`src/rtl/vpu_dst_port_pkg.sv`:
```
// Shared VPU definitions for the destination (store) port: geometry and FSM state type.
package vpu_dst_port_pkg;

    localparam int unsigned SRAM_DATA_WIDTH = 256;
    localparam int unsigned EXEC_CNT        = 2;
    localparam int unsigned EXEC_CNT_LG2    = (EXEC_CNT > 1) ? $clog2(EXEC_CNT) : 1;
    localparam int unsigned DWIDTH_PER_EXEC = SRAM_DATA_WIDTH / EXEC_CNT;
    localparam int unsigned SRAM_ADDR_WIDTH = 16;

    typedef enum logic [1:0] {
        StIdle    = 2'd0,
        StCollect = 2'd1,
        StWrite   = 2'd2,
        StDone    = 2'd3
    } dst_state_e;

endpackage

```
`src/rtl/vpu_dst_port_controller.sv`:
```
// Store-operation FSM for the destination port: owns the target address and the
// single-word SRAM write handshake.
module vpu_dst_port_controller
    import vpu_dst_port_pkg::*;
#(
    parameter int unsigned ADDR_W = SRAM_ADDR_WIDTH
) (
    input  logic              clk,
    input  logic              rst_n,
    input  logic              start,
    input  logic [ADDR_W-1:0] waddr,
    input  logic              beat_last,
    input  logic              sram_ack,
    output logic              ready,
    output logic              busy,
    output logic              done,
    output logic              start_take,
    output logic              sram_req,
    output logic              sram_web,
    output logic [ADDR_W-1:0] sram_addr,
    output logic              sram_wlast
);

    dst_state_e        state_q, state_d;
    logic [ADDR_W-1:0] addr_q;

    always_ff @(posedge clk) begin
        if (!rst_n) begin
            state_q <= StIdle;
            addr_q  <= '0;
        end else begin
            state_q <= state_d;
            if (start_take) begin
                addr_q <= waddr;
            end
        end
    end

    always_comb begin
        state_d    = state_q;
        start_take = 1'b0;
        ready      = 1'b0;
        busy       = 1'b1;
        done       = 1'b0;
        sram_req   = 1'b0;
        unique case (state_q)
            StIdle: begin
                busy = 1'b0;
                if (start) begin
                    start_take = 1'b1;
                    state_d    = StCollect;
                end
            end
            StCollect: begin
                ready = 1'b1;
                if (beat_last) begin
                    state_d = StWrite;
                end
            end
            StWrite: begin
                // Request is held until granted; ack outside this state is ignored.
                sram_req = 1'b1;
                if (sram_ack) begin
                    state_d = StDone;
                end
            end
            StDone: begin
                done    = 1'b1;
                state_d = StIdle;
            end
            default: state_d = StIdle;
        endcase
    end

    assign sram_web   = ~sram_req;
    assign sram_wlast = sram_req;
    assign sram_addr  = addr_q;

endmodule

```
`src/rtl/vpu_dst_port.sv`:
```
// VPU destination port: assembles EXEC_CNT VLANE result beats into one SRAM word
// and writes it to the address given with start_i.
module vpu_dst_port #(
    parameter int unsigned SRAM_DATA_WIDTH = vpu_dst_port_pkg::SRAM_DATA_WIDTH,
    parameter int unsigned EXEC_CNT        = vpu_dst_port_pkg::EXEC_CNT,
    parameter int unsigned DWIDTH_PER_EXEC = SRAM_DATA_WIDTH / EXEC_CNT,
    parameter int unsigned SRAM_ADDR_WIDTH = vpu_dst_port_pkg::SRAM_ADDR_WIDTH
) (
    input  logic                       clk,
    input  logic                       rst_n,
    input  logic                       start_i,
    input  logic [SRAM_ADDR_WIDTH-1:0] waddr_i,
    input  logic                       result_valid_i,
    input  logic [DWIDTH_PER_EXEC-1:0] result_i,
    output logic                       result_ready_o,
    output logic                       done_o,
    output logic                       busy_o,
    output logic                       sram_req_o,
    output logic                       sram_web_o,
    output logic [SRAM_ADDR_WIDTH-1:0] sram_addr_o,
    output logic [SRAM_DATA_WIDTH-1:0] sram_wdata_o,
    output logic                       sram_wlast_o,
    input  logic                       sram_ack_i
);

    localparam int unsigned CNT_W = (EXEC_CNT > 1) ? $clog2(EXEC_CNT) : 1;

    logic [CNT_W-1:0]           cnt_q, cnt_d;
    logic [SRAM_DATA_WIDTH-1:0] buf_q, buf_d;
    logic                       beat_fire;
    logic                       beat_last;
    logic                       start_take;

    assign beat_fire = result_valid_i & result_ready_o;
    assign beat_last = beat_fire && (cnt_q == CNT_W'(EXEC_CNT - 1));

    vpu_dst_port_controller #(
        .ADDR_W (SRAM_ADDR_WIDTH)
    ) u_ctrl (
        .clk        (clk),
        .rst_n      (rst_n),
        .start      (start_i),
        .waddr      (waddr_i),
        .beat_last  (beat_last),
        .sram_ack   (sram_ack_i),
        .ready      (result_ready_o),
        .busy       (busy_o),
        .done       (done_o),
        .start_take (start_take),
        .sram_req   (sram_req_o),
        .sram_web   (sram_web_o),
        .sram_addr  (sram_addr_o),
        .sram_wlast (sram_wlast_o)
    );

    // Beat 0 lands in the LSBs; the buffer only changes on an accepted beat.
    always_comb begin
        cnt_d = cnt_q;
        buf_d = buf_q;
        if (start_take) begin
            cnt_d = '0;
        end else if (beat_fire) begin
            buf_d[int'(cnt_q) * DWIDTH_PER_EXEC +: DWIDTH_PER_EXEC] = result_i;
            cnt_d = beat_last ? '0 : cnt_q + 1'b1;
        end
    end

    always_ff @(posedge clk) begin
        if (!rst_n) begin
            cnt_q <= '0;
            buf_q <= '0;
        end else begin
            cnt_q <= cnt_d;
            buf_q <= buf_d;
        end
    end

    assign sram_wdata_o = buf_q;

endmodule

```
`config.mk`:
```
export PLATFORM = sky130hd
export DESIGN_NAME = vpu_dst_port
export DESIGN_NICKNAME = d
export VERILOG_FILES = /design/src/rtl/vpu_dst_port_pkg.sv /design/src/rtl/vpu_dst_port_controller.sv /design/src/rtl/vpu_dst_port.sv
export SDC_FILE = /design/constraint.sdc
export NUM_CORES = 1
export LEC_CHECK = 0
export BUFFER_PORTS_ARGS = -buffer_cell sky130_fd_sc_hd__buf_2
export CORE_AREA = 4 4 227 118
export DETAILED_ROUTE_END_ITERATION = 12
export DIE_AREA = 0 0 231 122
export PLACE_DENSITY = 0.72
export RECOVER_POWER = 100
export SLEW_MARGIN = 20
export SYNTH_ARGS = -nofsm -noshare
export SYNTH_HDL_FRONTEND = slang
export SYNTH_HIERARCHICAL = 1
export SYNTH_SLANG_ARGS = --single-unit
export TNS_END_PERCENT = 5
```
`constraint.sdc`:
```
create_clock -name clk -period 2.22 [get_ports clk]
set_input_delay 0 -clock clk [delete_from_list [all_inputs] [get_ports clk]]
set_output_delay 0 -clock clk [all_outputs]
set_load 0.005 [all_outputs]
```
==> results.md <==
Finish:
- For this run, the number of standard cells in the final layout without fillers is 1987.
- At the end of the flow, the number of nets in the layout was 1778.
- The fraction of final layout cells sized beyond drive strength 1 is 0.162.
- The area growth from synthesis to layout is 41.9%.

Critical path:
- In this design, the stage delay of the slowest critical-path cell is 0.39 ns.
- The buffer and inverter count on the worst path is 4.
- The critical path is of the reg2reg type.
- The cell with the largest stage delay on the worst path is sky130_fd_sc_hd__dfxtp_1.
- The data arrival time of the worst path is 2.55 ns.
- The worst reg2reg path startpoint is u_ctrl/state_q[0].
- The reg-to-reg critical path endpoint is sram_wdata_o[142].
- The largest delay contributor family on the critical path is buffers and inverters.
- STA classifies the critical path startpoint as a register.
- In this run the worst path has a maximum fanout of 34.
- For the worst flop-to-flop path, the logic depth is 8.
- The worst setup path is captured at a register.
- Walking the worst path, the cells encountered are inv_1 -> ha_1 -> nand2_4 -> inv_6 -> and4b_4 -> buf_12 -> buf_8 -> mux2i_1.
- The worst-case register-to-register setup slack is 0.11 ns.
- STA puts the critical path data required time at 2.66 ns.

Synthesis:
- Counting flops and latches in the post-synthesis netlist gives 275.
- The synthesized design contains 0 enable-type register cells.
- The netlist area before placement is 10600 um^2.
- The mean instance size in the synthesized netlist is 9.90 um^2.
- For this run, the leading register cell type out of synthesis is sky130_fd_sc_hd__dfxtp_1.
- For this run, the register share of the synthesized area comes to 0.522.
- For this run, asynchronously set or reset flops after synthesis account for 0.
- The count of yosys warnings during synthesis is 6.
- Synthesis produced a netlist with a net count of 1219.
- The gate count of the mapped netlist is 1066.
- Yosys mapped the design onto 28 distinct sky130hd cell types.

STA:
- The maximum clock rate is 474 MHz.
- The worst-margin pin slew is 0.510 ns.
- The relative max-transition margin is 0.660.
- The clock arrives with 0.00910 ns of skew.
- The hold violation total from the final report is 0.
- Setup repair after global routing left no endpoint under its margin.
- The sum of negative setup slack is 0 ns.
- The number of pins exceeding their max-slew limit in the final report came to 0.
- Counting I/O delays and the setup requirement, the final critical path takes 2.11 ns.
- The final worst-path cycle share is 0.950.
- Setup violations remaining at the end of the flow were counted as 0.

Placed design:
- The count of input and output buffers is 426.
- The final weighted congestion of routability-driven global placement is 0.855.
- The number of placed instances, taps included, is 1779.
- The half-perimeter wire length after detailed placement is 21300 um.

Outcome:
- The flow ran to the end, and the final reports show no timing, DRC or antenna violations.

Drt:
- In this run, the number of DRC markers left after iteration 0 of detailed routing was 493.
- After detailed routing, the total wire length is 33500 um.
- The count of nets left with antenna violations once routing finished came out at 0.
- The detail-routed net length per standard cell is 16.9 um.
- After detailed routing, the number of remaining DRC violations is 0.
- The number of iterations in the first detailed-routing pass is 5.
- In the routed layout, each cell is associated on average with a via count of 4.81.
- The count of vias placed by the detailed router is 9552.

Pwr:
- The cell internal power dissipation is 8860 uW.
- The net switching power is 3180 uW.
- In this run the static leakage power is 0.00666 uW.
- Power spread over the standard cell area amounts to 804 nW/um^2.
- The share of total power dissipated in combinational logic is 0.179.
- Of the total power, the clock network draws 0.366.
- The switching part of the total is 0.264.
- The worst-case IR drop observed on VDD is 0.513 mV.
- The share of total power dissipated in sequential elements is 0.455.

Die:
- The total core area is 24800 um^2.
- The die covers 28200 um^2.
- The floorplan step set the die width to 231 um.
- The initial core utilization is 0.425.
- The die is 122 um tall.
- In this run the count of I/O pins placed on the die edge is 427.
- The number of core rows is 41.

Clock network:
- The TritonCTS clock tree is yes.
- The deepest clock path buffer count is 3.
- The number of clock buffers added by TritonCTS is 24.
- The clock transition time at the flip-flop clock pins of the worst setup and hold paths is 0.07 ns.
- For this design, the sink count on the clock tree is 275.
- The clock latency on the worst-skew pair is 0.52 ns.
- The count of buffers added by post-CTS timing repair for setup is 0.
- The root buffer selected by CTS is sky130_fd_sc_hd__clkbuf_16.
- The number of instances resized during post-cts repair is 0.
- The number of levels in the clock H-tree is 1.

Min path:
- The launch point of the worst hold path is result_i[106].
- The worst hold path terminates at sram_wdata_o[106].
- The worst hold path belongs to the class in2reg.
- The cell depth of the worst min-delay path is 4.

Global route:
- The initial antenna violation count is 0.
- The pin count of the biggest net entering global routing is 110.
- The number of global-route vias before repair is 9874.
- The total global routing track utilization is 0.225.
- The first global-routing pass estimated 51900 um of wire.
- The residual overflow from global routing is 0.

Job:
- The max capacitance violation total is 0.
-- cell usage after synthesis, types with 4 or more instances --
| master | instances | area (um^2) |
|---|---|---|
| sky130_fd_sc_hd__buf_2 | 8 | 40.0 |
| sky130_fd_sc_hd__mux2i_1 | 257 | 2570 |
| sky130_fd_sc_hd__ha_1 | 4 | 50.1 |
| sky130_fd_sc_hd__clkbuf_1 | 36 | 135 |
| sky130_fd_sc_hd__a21boi_1 | 8 | 60.1 |
| sky130_fd_sc_hd__a21boi_0 | 7 | 52.6 |
| sky130_fd_sc_hd__inv_1 | 6 | 22.5 |
| sky130_fd_sc_hd__buf_12 | 14 | 280 |
| sky130_fd_sc_hd__buf_4 | 16 | 120 |
| sky130_fd_sc_hd__nand2_1 | 418 | 1570 |
| sky130_fd_sc_hd__dfxtp_1 | 275 | 5510 |
-- per-layer routing --
metal / wire [um] / part of all wire / track usage / vias up
li1: - / - / - / 4583
met1: 13700 / 0.41 / 0.265 / 4527
met2: 16400 / 0.49 / 0.400 / 352
met3: 2160 / 0.065 / 0.0596 / 90
met4: 1250 / 0.037 / 0.0811 / 0
met5: 0 / 0 / 0 / -
-- tightest hold or removal path, delay by kind of cell --
kind	cells	cell delay (ns)
muxes	1	0.11
buffers and inverters	2	0.61
and+or+nand+nor	1	0.06
-- cells by family after synthesis --
| logic type | Yosys count | share of synthesized area |
|---|---|---|
| mux | 257 | 0.244 |
| simple gates | 425 | 0.154 |
| buf+inv | 84 | 0.0594 |
| flops | 275 | 0.522 |
| compound gates | 21 | 0.0161 |
| fa+ha+maj | 4 | 0.00474 |
-- per-stage QoR --
stage / hold WS [ns] / util / setup slack (ns) / instance area [um^2] / power [uW]
after floorplan: 0.135 / - / 0.343 / 10600 / 6720
after global placement: 0.241 / 0.517 / 0.305 / 12800 / 7450
after detailed placement: 0.248 / 0.517 / 0.181 / 12800 / 7500
after CTS: 0.261 / 0.617 / 0.141 / 15300 / 12200
after global routing: 0.290 / 0.603 / 0.0219 / 15000 / 12500
final: 0.298 / 0.603 / 0.111 / 15000 / 12000
-- cells in the final DEF, fill, tap and decap left out, types with 2 or more instances in the layout --
| cell | count |
|---|---|
| sky130_fd_sc_hd__bufinv_16 | 2 |
| sky130_fd_sc_hd__clkbuf_1 | 228 |
| sky130_fd_sc_hd__buf_8 | 2 |
| sky130_fd_sc_hd__buf_2 | 201 |
| sky130_fd_sc_hd__nand2_1 | 418 |
| sky130_fd_sc_hd__mux2i_1 | 257 |
| sky130_fd_sc_hd__buf_6 | 2 |
| sky130_fd_sc_hd__clkbuf_8 | 8 |
| sky130_fd_sc_hd__clkbuf_2 | 3 |
| sky130_fd_sc_hd__dfxtp_1 | 275 |
| sky130_fd_sc_hd__a21boi_0 | 15 |
| sky130_fd_sc_hd__clkinv_2 | 4 |
| sky130_fd_sc_hd__buf_12 | 7 |
| sky130_fd_sc_hd__dlygate4sd3_1 | 164 |
| sky130_fd_sc_hd__clkbuf_16 | 25 |
| sky130_fd_sc_hd__buf_4 | 6 |
| sky130_fd_sc_hd__ha_1 | 4 |
| sky130_fd_sc_hd__inv_1 | 6 |
-- state kept, by name, indices dropped and copies added, names as in the netlist --
signal,flops
u_ctrl/sram_addr,16
sram_wdata_o,256
u_ctrl/state_q,2
cnt_q,1
-- worst max-delay path by stage --
| stage | from | slack, ns | depth (start not counted) | endpoint |
|---|---|---|---|---|
| after floorplan | u_ctrl/state_q[0] | 0.34 | 10 | sram_wdata_o[128] |
| after global placement | u_ctrl/state_q[0] | 0.30 | 7 | sram_wdata_o[165] |
| after detailed placement | u_ctrl/state_q[0] | 0.18 | 7 | sram_wdata_o[186] |
| after CTS | u_ctrl/state_q[0] | 0.14 | 7 | sram_wdata_o[197] |
| after global routing | u_ctrl/state_q[0] | 0.02 | 8 | sram_wdata_o[150] |
| final | u_ctrl/state_q[0] | 0.11 | 8 | sram_wdata_o[142] |
-- power by group through the flow --
stage / clock [uW] / combinational (uW) / sequential, uW
floorplan: 0 / 1130 / 5600
detailed placement: 0 / 1940 / 5570
CTS: 4490 / 2240 / 5460
global placement: 0 / 1890 / 5550
global route: 4700 / 2330 / 5520
finish: 4400 / 2160 / 5480
-- cell type report --
type / count / area [um^2]
Antenna cell: 1 / 2.50
Clock buffer: 37 / 751
Clock inverter: 6 / 80.1
Fill cell: 2137 / 9850
Inverter: 7 / 31.3
Multi-Input combinational cell: 707 / 4430
Sequential cell: 275 / 5510
Tap cell: 344 / 430
Timing Repair Buffer: 610 / 3750
-- timing repair --
action / 4_1_cts / 5_1_grt
endpoints found under the hold margin: 275 / 0
endpoints found under the setup margin: 0 / 0
hold buffers: 164 / 0
Power figures use the tool's default switching activity.
